<file path="config.mk">
export PLATFORM = sky130hd
export DESIGN_NAME = tile_spawner
export DESIGN_NICKNAME = d
export VERILOG_FILES = /design/src/rtl/game_pkg.sv /design/src/rtl/tile_spawner.sv
export SDC_FILE = /design/constraint.sdc
export NUM_CORES = 1
export LEC_CHECK = 0
export BUFFER_PORTS_ARGS = -buffer_cell sky130_fd_sc_hd__buf_2
export CELL_PAD_IN_SITES_DETAIL_PLACEMENT = 1
export CELL_PAD_IN_SITES_GLOBAL_PLACEMENT = 2
export CORE_UTILIZATION = 32
export DETAILED_ROUTE_END_ITERATION = 10
export GPL_ROUTABILITY_DRIVEN = 0
export PLACE_DENSITY_LB_ADDON = 0.1
export SYNTH_ARGS = -nofsm -noshare
export SYNTH_HDL_FRONTEND = slang
export SYNTH_SLANG_ARGS = --single-unit
</file>
<file path="constraint.sdc">
create_clock -name clk -period 3.51 [get_ports clk]
set_clock_uncertainty 0.2 [all_clocks]
set_input_delay 0.5265 -clock clk [delete_from_list [all_inputs] [get_ports clk]]
set_output_delay 0.5265 -clock clk [all_outputs]
set_load 0.01 [all_outputs]
</file>
<file path="src/rtl/game_pkg.sv">
// Shared definitions for the 2048 game blocks: board geometry, tile exponents,
// spawner FSM states and by-index cell access helpers.
package game_pkg;

  localparam int N_CELLS = 16;
  localparam int CELL_W  = 4;
  localparam int IDX_W   = 4;
  localparam int BOARD_W = N_CELLS * CELL_W;

  localparam logic [CELL_W-1:0] EXP_EMPTY = 4'd0;
  localparam logic [CELL_W-1:0] EXP_TWO   = 4'd1;
  localparam logic [CELL_W-1:0] EXP_FOUR  = 4'd2;

  typedef enum logic [1:0] {
    ST_IDLE = 2'd0,
    ST_SCAN = 2'd1,
    ST_DONE = 2'd2
  } spawn_state_e;

  function automatic logic [CELL_W-1:0] cell_get(input logic [BOARD_W-1:0] b,
                                                 input logic [IDX_W-1:0]   i);
    return b[i*CELL_W +: CELL_W];
  endfunction

  function automatic logic [BOARD_W-1:0] cell_set(input logic [BOARD_W-1:0] b,
                                                  input logic [IDX_W-1:0]   i,
                                                  input logic [CELL_W-1:0]  v);
    logic [BOARD_W-1:0] r;
    r = b;
    r[i*CELL_W +: CELL_W] = v;
    return r;
  endfunction

endpackage

</file>
<file path="src/rtl/tile_spawner.sv">
// Places one new tile on the board after a move: wrap-around scan for an empty
// cell starting at a random index, then a one-cycle spawn_done with the result.
module tile_spawner
  import game_pkg::*;
(
  input  logic               clk,
  input  logic               rst,
  input  logic               spawn_req,
  input  logic [BOARD_W-1:0] board_in,
  input  logic [CELL_W-1:0]  rnd,
  output logic [BOARD_W-1:0] board_out,
  output logic               spawn_done,
  output logic               no_space,
  output logic               busy,
  output spawn_state_e       state
);

  // Handshake: spawn_req is a one-cycle request taken only in IDLE (otherwise
  // dropped); busy covers SCAN and DONE; spawn_done pulses once with board_out
  // and no_space valid, and those two hold until the next DONE.

  localparam logic [IDX_W-1:0] LAST_CNT = IDX_W'(N_CELLS - 1);

  logic [BOARD_W-1:0] board_q;
  logic [IDX_W-1:0]   idx;
  logic [IDX_W-1:0]   cnt;
  logic [CELL_W-1:0]  probe;
  logic [CELL_W-1:0]  new_exp;

  assign probe   = cell_get(board_q, idx);
  assign new_exp = (rnd == 4'h0) ? EXP_FOUR : EXP_TWO;

  always_ff @(posedge clk) begin
    if (rst) begin
      state      <= ST_IDLE;
      board_q    <= '0;
      board_out  <= '0;
      idx        <= '0;
      cnt        <= '0;
      spawn_done <= 1'b0;
      no_space   <= 1'b0;
      busy       <= 1'b0;
    end else begin
      spawn_done <= 1'b0;
      case (state)
        ST_IDLE: begin
          if (spawn_req) begin
            board_q <= board_in;
            idx     <= rnd;
            cnt     <= '0;
            busy    <= 1'b1;
            state   <= ST_SCAN;
          end
        end
        ST_SCAN: begin
          if (probe == EXP_EMPTY) begin
            // rnd is re-sampled here so tile size is independent of the start cell
            board_q    <= cell_set(board_q, idx, new_exp);
            board_out  <= cell_set(board_q, idx, new_exp);
            no_space   <= 1'b0;
            spawn_done <= 1'b1;
            state      <= ST_DONE;
          end else if (cnt == LAST_CNT) begin
            board_out  <= board_q;
            no_space   <= 1'b1;
            spawn_done <= 1'b1;
            state      <= ST_DONE;
          end else begin
            idx <= idx + 1'b1;
            cnt <= cnt + 1'b1;
          end
        end
        ST_DONE: begin
          busy  <= 1'b0;
          state <= ST_IDLE;
        end
        default: begin
          busy  <= 1'b0;
          state <= ST_IDLE;
        end
      endcase
    end
  end

endmodule
</file>
==> results of run 1 <==
-- Yosys cell counts (all sizes together), types with 13 or more instances --
library cell	n
dfxtp	141
and3	16
a21o	20
nand3	22
buf	22
nor3	23
nand2	131
mux2i	20
inv	13
o211ai	41
o21ai	78
nor4	14
nor2	56
a21oi	96
clkbuf	49
-- worst max path at each step --
stage                     start            end  slack, ps  depth (start not counted)
floorplan                idx[1]  board_out[16]        700                         10
global placement         idx[1]  board_out[40]        180                          8
detailed placement       idx[1]  board_out[40]        170                          8
CTS                      idx[1]  board_out[40]        150                          8
global route        board_q[20]  board_out[53]        130                          8
finish                   idx[1]  board_out[40]        230                          8
-- through the flow --
step	hold slack [ps]	utilization [%]	instance area (um^2)	total power, W	setup slack [ps]
6_report	113	40.8	8590	0.00617	233
3_3_place_gp	241	38.0	7990	0.00424	181
3_5_place_dp	248	38.0	7990	0.00432	173
5_1_grt	121	40.8	8590	0.00649	132
2_1_floorplan	240	-	6850	0.00336	698
4_1_cts	98.5	40.8	8580	0.00618	153
-- sequential cells by signal, summed over array words and instances (netlist names) --
signal and cells:
board_q 64, state 2, cnt 4, spawn_done 1, busy 1, no_space 1, board_out 64, idx 4
-- what timing repair did --
action	in CTS	in global routing
resized for setup	0	1
hold buffers	0	0
setup endpoints to repair	0	2
-- cells by family (layout without fill, tap and decap cells) --
logic type               Yosys count  after routing  synth area share, %
AO/OA/AOI/OAI                    301            301                 27.3
XOR/XNOR                           3              3                0.493
adder cells (fa/ha/maj)            6              6                 1.10
buffers and inverters             84            227                 5.04
flip-flops                       141            141                 41.2
multiplexers                      20             20                 2.92
AND/OR/NAND/NOR                  314            314                 21.9
-- area by class of cell --
cell class / count / area, um^2
Fill cell: 2532 / 12400
Multi-Input combinational cell: 644 / 3720
Sequential cell: 141 / 2820
Timing Repair Buffer: 182 / 1060
Clock buffer: 20 / 457
Tap cell: 275 / 344
Clock inverter: 12 / 134
Inverter: 13 / 48.8
-- layer usage --
layer | vias up | global-route usage [%]
li1 | 3412 | -
met1 | 3617 | 33.1
met2 | 188 | 42.2
met3 | 34 | 3.99
met4 | 0 | 8.71
met5 | - | 0
-- tightest hold or removal path, cell delays in order --
cell and delay [ps]:
buf_2 80, nand2_1 40, o21ai_0 60
-- where the power goes --
| part | internal (W) | switching [W] |
|---|---|---|
| clock network | 0.00109 | 0.000762 |
| logic | 0.000753 | 0.00154 |
| registers | 0.00183 | 0.000198 |
| total | 0.00367 | 0.00250 |
==> summary.md, run 1 <==
| Metric | Value |
|---|---|
| Ant. Diodes | 0 |
| GRT Util Overall | 25.3% |
| CTS root buffer | clkbuf_16 |
| Final Hold Fails | 0 |
| Most frequent cells in the layout | dfxtp_1, buf_2, nand2_1 |
| Chip height | 148 um |
| Final ANT Viol Nets | 0 |
| WHS Path Cells | 3 |
| CTS tree | yes |
| CP delay by family, top | simple AND/OR/NAND/NOR gates |
| M1 wire length | 12,400 um |
| Final Net Count | 1,076 |
| RSZ-0062 raised after global routing | false |
| DR WL/cell | 21.2 um |
| Via count | 7,251 |
| R2R Setup Slk | 230 ps |
| WP data required | 3600 ps |
| First-pass GRT wire length | 42,500 um |
| DIE WIDTH | 148 um |
| HP Start | board_in[18] |
| HPWL after detailed placement | 20,200 um |
| WL met3 | 1090 um |
| Slowest-stage cell, CP | dfxtp_1 |
| Peak supply drop | 0.409 mV |
| Worst path max stage delay | 560 ps |
| Post-synthesis sequential area ratio | 41.2% |
| Fraction of layout cells with a size suffix above 1 | 22.7% |
| Yosys warns | 0 |
| Pin count of the biggest net entering global routing | 60 |
| Commonest non-fill, non-tap cell in the layout | dfxtp_1 |
| RR Endpoint | board_out[40] |
| Worst r2r src | idx[1] |
| Clock Path Buffers | 2 |
| DRT Pass-1 Iters | 6 |
| Total gr overflow | 0 |
| Critical Path Fanout Max | 13 |
| Status | complete, no violations |
| Post-Syn Area | 6850 um^2 |
| Tcrit/Tclk final | 93.4% |
| Data arrival, critical path | 3370 ps |
| Achievable clock frequency | 0.305 GHz |
| Initial antenna violation count | 0 |
| Post-CTS Setup Inserts | 0 |
| R2R cell count | 8 |
| Largest cells by area after synthesis | dfxtp_1, nand2_1, a21oi_1 |
| Setup violations, final | 0 |
| Placed cell count | 1,255 |
| CTS clk-pin slew, worst paths | 70 ps |
| Tightest Pin Transition | 878 ps |
| Mapped Cells | 869 |
| Worst-Skew Late Latency | 430 ps |
| Highest metal used | met4 |
| Fin cells | 1,287 |
| CTS HTree Levels | 4 |
| Max-slew violations | 0 |
| Crit-path cells | inv_1 -> ha_2 -> o311ai_0 -> nor3_1 -> nor3b_1 -> buf_4 -> mux2i_1 -> a211oi_1 |
| CTS sink count | 141 |
| Rel. slew slack | 40.7% |
| Period minus WS final | 3280 ps |
| Cell variety after synth | 60 |
| Port Buffer Count | 139 |
| Area Growth Syn to Fin | 25.3% |
| Average size of a mapped cell | 7.88 um^2 |
| Core area | 21,000 um^2 |
| Num CTS Buffers | 17 |
| Setup CP Type | reg -> reg |
| Synth Net Count | 946 |
| Buf/Inv on CP | 2 |
| DR iter-0 viols | 337 |
| CP startpoint kind | flip-flop |
| Initial Util | 32.6% |
| Hold Path End | board_q[18] |
| Detailed Route WL | 27,300 um |
| # DRC | 0 |
| Metal2 WL | 13,300 um |
| P_leak | 3.60 nW |
| Critical Path Sink Type | flip-flop |
| TNS Setup | 0 ps |
| PD cells | 719 nW/um^2 |
| Main synth FF type | dfxtp_1 |
| Post-synth top area cell | dfxtp_1 |
| Die area | 22,000 um^2 |
| Max-cap violations | 0 |
| Cell Rows | 53 |
| Ports | 140 |
| FFs w/ async S/R, synth | 0% |
| Vias in the first global route | 7,472 |
| Post-synth EDFFs | 0 |
| Hold Crit Class | in -> reg |
| Routed via count divided by cell count | 5.63 |
| FF+latch count, synth | 141 |
| Yosys top cell area share | 41.2% |
Power figures use the tool's default switching activity.
==> run 2, diff against run 1 <==
- ABC_AREA: unset -> 1
- CORE_UTILIZATION: 32 -> 30
==> run 2 against run 1 <==
  * The flow now finishes with violations (DRC)
  * Area after synthesis rose by 16%
  * Critical path depth up 4
  * Sequential power increased by 3%
  * Fmax grew 5.0%
  * Final cell count is 33% higher
  * Core utilization down 4.0 points
  * First-iteration DRC count up 39%
==> summary.md, run 2 <==
| Metric | Value |
|---|---|
| Core area | 26,000 um^2 |
| Failing checks | DRC |
| Worst path max stage delay | 560 ps |
| CP delay by family, top | simple AND/OR/NAND/NOR gates |
| Yosys warns | 0 |
| RSZ-0062 raised after global routing | false |
| HPWL after detailed placement | 23,100 um |
| Post-Syn Area | 7920 um^2 |
| Clock Path Buffers | 2 |
| Pwr Total | 0.00739 W |
| Mapped Cells | 1,256 |
| Area Growth Syn to Fin | 20.8% |
| Largest cells by area after synthesis | dfxtp_1, nand2_1, nand3_1 |
| Post-synth EDFFs | 0 |
| Chip height | 164 um |
| Buf/Inv on CP | 2 |
| GRT Util Overall | 24.7% |
| Initial Util | 30.5% |
| PD cells | 773 nW/um^2 |
| Worst path most repeated cell | nand2_1 |
| FF+latch count, synth | 141 |
| Count leader, synth | nand2_1 |
| WP data required | 3610 ps |
| Yosys top cell area share | 35.6% |
| Synth Net Count | 1,333 |
| Via count | 8,617 |
| Rel. slew slack | 42.7% |
| Critical Path Sink Type | flip-flop |
| Commonest non-fill, non-tap cell in the layout | nand2_1 |
| Crit-path cells | inv_4 -> ha_1 -> xor2_1 -> buf_4 -> nor2_1 -> nand2_1 -> nor2_2 -> o21ai_0 -> o211ai_1 -> nand2_1 -> nand2_1 -> a21oi_1 |
| Status | complete, but fails checks |
| Period minus WS final | 3120 ps |
| DR iter-0 viols | 470 |
| Placed cell count | 1,683 |
| First-pass GRT wire length | 50,400 um |
| Port Buffer Count | 139 |
| FFs w/ async S/R, synth | 0% |
| CTS tree | yes |
| Total gr overflow | 0 |
| Initial antenna violation count | 0 |
| Final Hold Fails | 0 |
| Max-slew violations | 0 |
| Worst r2r src | idx[0] |
| Detailed Route WL | 32,700 um |
| Pin count of the biggest net entering global routing | 71 |
| # DRC | 2 |
| Fillcell total | 3,455 |
| Biggest regs | board_out x64, board_q x64 |
| Final ANT Viol Nets | 0 |
| Worst-Skew Late Latency | 440 ps |
| Average size of a mapped cell | 6.30 um^2 |
| Tcrit/Tclk final | 88.9% |
| Routed via count divided by cell count | 5.03 |
| CTS Hold Buffers Added | 0 |
| Num CTS Buffers | 17 |
| Vias in the first global route | 8,503 |
| Fraction of layout cells with a size suffix above 1 | 16.8% |
| Setup violations, final | 0 |
| Main synth FF type | dfxtp_1 |
| Post-synth top area cell | dfxtp_1 |
| Post-synthesis sequential area ratio | 35.6% |
| Fin util | 36.8% |
| Ports | 140 |
| Cell variety after synth | 34 |
| DRT Pass-1 Iters | 7 |
| Achievable clock frequency | 0.320 GHz |
| Tightest Pin Transition | 860 ps |
| CTS sink count | 141 |
| DIE WIDTH | 164 um |
| DR WL/cell | 19.1 um |
| Data arrival, critical path | 3220 ps |
| Hold Crit Class | in -> reg |
| CTS clk-pin slew, worst paths | 70 ps |
| Slowest-stage cell, CP | dfxtp_2 |
| Peak supply drop | 0.316 mV |
| Worst setup startpoint | idx[0] |
| CTS root buffer | clkbuf_16 |
| Max-cap violations | 0 |
| Fin cells | 1,714 |
| Most frequent cells in the layout | nand2_1, nand3_1, dfxtp_1 |
| Final Net Count | 1,444 |
| Die area | 27,100 um^2 |
| Setup CP Type | reg -> reg |
| Ant. Diodes | 0 |
| Top cells by count, synth | nand2_1, nand3_1, dfxtp_1, nor2_1, a21oi_1 |
| Critical Path Fanout Max | 15 |
| P_leak | 4.64 nW |
| Cell Rows | 59 |
| HP Start | rst |
| Minimum hold slack | 159 ps |
| CTS HTree Levels | 4 |
| CP startpoint kind | flip-flop |
| TNS Setup | 0 ps |
## run 2: cell types whose count changed in the layout (fill, tap and decap cells not counted), moves of 14 or more
cell      previous run  this run
nor3_1              23         6
and3_1              16         0
a21o_1              20         0
inv_1               11        68
o211ai_1            41         1
o21ai_0             76        36
nor4_1              14         0
nor2_1              55       120
nand3_1             22       177
mux2i_1             20         0
buf_4               41        27
nand2_1            130       436
## run 2: logic make-up after synthesis
family          count (synthesis)  share of synthesized area (%)
flops                         141                           35.6
xor+xnor                        2                          0.221
simple gates                  788                           42.8
buf+inv                       157                           9.35
compound gates                162                           11.0
fa+ha+maj                       6                          0.948
## run 2: final cells by class
cell class | instances | area (um^2) | share of cell area, %
flip-flops and latches | 141 | 2820 | 29.5
inverters | 78 | 295 | 3.09
multi-input cells | 958 | 4370 | 45.7
repair buffers | 171 | 998 | 10.4
well taps | 335 | 419 | 4.38
clock buffers | 17 | 425 | 4.45
clock inverters | 14 | 230 | 2.41
## run 2: per-stage QoR
stage / instance area [um^2] / setup WS [ps]
2_1_floorplan: 7920 / 893
3_3_place_gp: 8910 / 281
3_5_place_dp: 8910 / 210
4_1_cts: 9560 / 201
5_1_grt: 9560 / 162
6_report: 9560 / 389
## run 2: path summary, 6_finish.rpt
kind,to,slack [ps],cells past startpoint
setup reg to reg,board_q[48],390,12
hold reg to reg,board_out[47],260,2
setup / recovery,board_q[48],390,12
hold / removal,board_out[8],160,2
## run 2: worst register-to-register path: cells and delay by family (launching register included)
family          cells  cell delay [ps]
simple gates        5              940
flops               1              560
compound gates      3              530
buf+inv             2              350
fa+ha+maj           1              260
xor+xnor            1              140
## run 2: report_power, final
group | switching (W) | internal (W)
clock network | 0.000828 | 0.00128
registers | 0.000225 | 0.00186
logic | 0.00228 | 0.000925
total | 0.00333 | 0.00406
## run 2: metal layers
metal / part of all wire (%) / global-route usage [%]
met1: 49 / 34.4
met2: 46 / 40.0
met3: 3.9 / 2.69
met4: 1.5 / 7.30
met5: 0 / 0
## run 2: what timing repair did
action | in CTS | in global routing
gates resized for setup | 0 | 1
setup endpoints to repair | 0 | 1
endpoints found under the hold margin | 0 | 0
setup buffers | 0 | 0
==> run 3, diff against run 2 <==
- ABC_AREA: 1 -> unset
- CORE_MARGIN: unset -> 4
- CORE_UTILIZATION: 30 -> 32
==> run 3 against run 2 <==
  * The flow now finishes without violations
  * Wire length shrank 17%
  * Via count shrank 15%
  * Core utilization grew 4.3 points
  * Final cell count shrank 25%
  * Critical path type unchanged
==> summary.md, run 3 (synthesized netlist as in run 1, its figures left out) <==
| Metric | Value |
|---|---|
| CTS HTree Levels | 4 |
| Pin count of the biggest net entering global routing | 56 |
| Switching Share | 40.6% |
| Port Buffer Count | 139 |
| Register area | 2820 um^2 |
| Detailed Route WL | 27,300 um |
| Int Power | 0.00367 W |
| Total gr overflow | 0 |
| Data arrival, critical path | 3490 ps |
| Rel. slew slack | 20.2% |
| Fraction of layout cells with a size suffix above 1 | 23.1% |
| Worst r2r src | idx[2] |
| Worst path max stage delay | 730 ps |
| Final ANT Viol Nets | 0 |
| Net switching power | 0.00250 W |
| Initial antenna violation count | 0 |
| Hold Path End | board_q[59] |
| Chip height | 154 um |
| Vias in the first global route | 7,689 |
| DRT Pass-1 Iters | 5 |
| Max-cap violations | 0 |
| HP Start | board_in[59] |
| R2R cell count | 8 |
| Placed cell count | 1,260 |
| RR Endpoint | board_out[16] |
| Achievable clock frequency | 0.299 GHz |
| RSZ-0062 raised after global routing | false |
| DR WL/cell | 21.1 um |
| WP data required | 3650 ps |
| R2R Setup Slk | 170 ps |
| Cell Rows | 53 |
| Fillcell total | 2,535 |
| Final Net Count | 1,081 |
| Crit-path cells | buf_4 -> nor3_1 -> ha_1 -> nand2_1 -> or4b_1 -> mux2i_1 -> or3_1 -> a211oi_1 |
| Setup violations, final | 0 |
| CTS clk-pin slew, worst paths | 70 ps |
| DR iter-0 viols | 377 |
| Die area | 23,800 um^2 |
| Routed via count divided by cell count | 5.65 |
| TNS Setup | 0 ps |
| Tcrit/Tclk final | 95.3% |
| Status | complete, no violations |
| Via count | 7,299 |
| Biggest regs | board_out x64, board_q x64 |
| Hold Crit Class | in -> reg |
| Commonest non-fill, non-tap cell in the layout | dfxtp_1 |
| Clock network fraction of total power | 29.7% |
| Most frequent cells in the layout | dfxtp_1, buf_2, nand2_1 |
| # DRC | 0 |
| Core area | 21,000 um^2 |
| WHS Path Cells | 3 |
| CTS tree | yes |
| Critical Path Fanout Max | 12 |
| Worst-Skew Late Latency | 430 ps |
| First-pass GRT wire length | 42,500 um |
| CTS sink count | 141 |
| Ports | 140 |
| Gate power share | 37.5% |
| Worst setup startpoint | idx[2] |
| Fin util | 41.1% |
| Period minus WS final | 3340 ps |
| Part of the power in registers | 32.8% |
| CP startpoint kind | flip-flop |
| Fin cells | 1,292 |
| Initial Util | 32.6% |
| PD cells | 715 nW/um^2 |
| Max-slew violations | 0 |
| HPWL after detailed placement | 20,200 um |
| Final Hold Fails | 0 |
| P_leak | 3.63 nW |
| Post-CTS Setup Inserts | 0 |
| Tightest Pin Transition | 1190 ps |
| Peak supply drop | 0.326 mV |
| Resize count post-CTS | 0 |
| Multi-input logic area | 3720 um^2 |
| CTS Hold Buffers Added | 0 |
| Slowest-stage cell, CP | or4b_1 |
| CTS root buffer | clkbuf_16 |
| Setup CP Type | reg -> reg |
| Area Growth Syn to Fin | 26.0% |
| GRT Util Overall | 22.4% |
| Pwr Total | 0.00617 W |
| Num CTS Buffers | 17 |
| DIE WIDTH | 154 um |
| Critical Path Sink Type | flip-flop |
| Clock Path Buffers | 2 |
| Ant. Diodes | 0 |
## run 3: cell types whose count changed in the layout (fill, tap and decap cells not counted), moves of 40 or more
cell | before | now
nand2_1 | 436 | 130
nand3_1 | 177 | 22
nor2_1 | 120 | 55
inv_1 | 68 | 11
o211ai_1 | 1 | 41
o21ai_0 | 36 | 76
## run 3: power by group through the flow
stage / logic [W] / registers (W) / clock network (W)
floorplan: 0.00134 / 0.00202 / 0
global placement: 0.00226 / 0.00204 / 0
detailed placement: 0.00230 / 0.00206 / 0
CTS: 0.00232 / 0.00203 / 0.00186
global route: 0.00252 / 0.00206 / 0.00194
finish: 0.00231 / 0.00203 / 0.00183
## run 3: how the worst max path moves through the flow
stage	slack, ps	endpoint	depth (start not counted)
floorplan	700	board_out[16]	10
global placement	290	board_out[16]	8
detailed placement	250	board_out[16]	8
CTS	230	board_out[16]	8
global route	20	board_out[2]	8
finish	170	board_out[16]	8
## run 3: stage by stage
| step | area [um^2] | worst slack (ps) | hold slack [ps] |
|---|---|---|---|
| floorplan | 6850 | 698 | 240 |
| global placement | 8040 | 285 | 238 |
| detailed placement | 8040 | 250 | 246 |
| CTS | 8630 | 225 | 104 |
| global route | 8630 | 24.6 | 119 |
| finish | 8630 | 166 | 112 |
## run 3: area by class of cell
| cell class | instances | share of cell area, % |
|---|---|---|
| clock buffer | 20 | 5.41 |
| clock inverter | 12 | 1.43 |
| inverter | 13 | 0.565 |
| multi-input combinational | 644 | 43.1 |
| sequential | 141 | 32.7 |
| tap | 275 | 3.99 |
| timing repair buffer | 187 | 12.8 |
## run 3: routing by layer
metal	track usage [%]	up-vias	routed length, um	part of all wire [%]
met3	4.59	40	1310	4.8
met1	28.7	3629	12200	45
met2	38.4	194	13200	49
met5	0	-	0	0
met4	5.93	0	506	1.9
li1	-	3436	-	-
## run 3: critical path: cells and delay by family (launching register included)
family,cells,cell delay [ps]
simple gates,4,1240
compound gates,1,200
fa+ha+maj,1,550
buf+inv,1,250
flops,1,610
mux,1,200
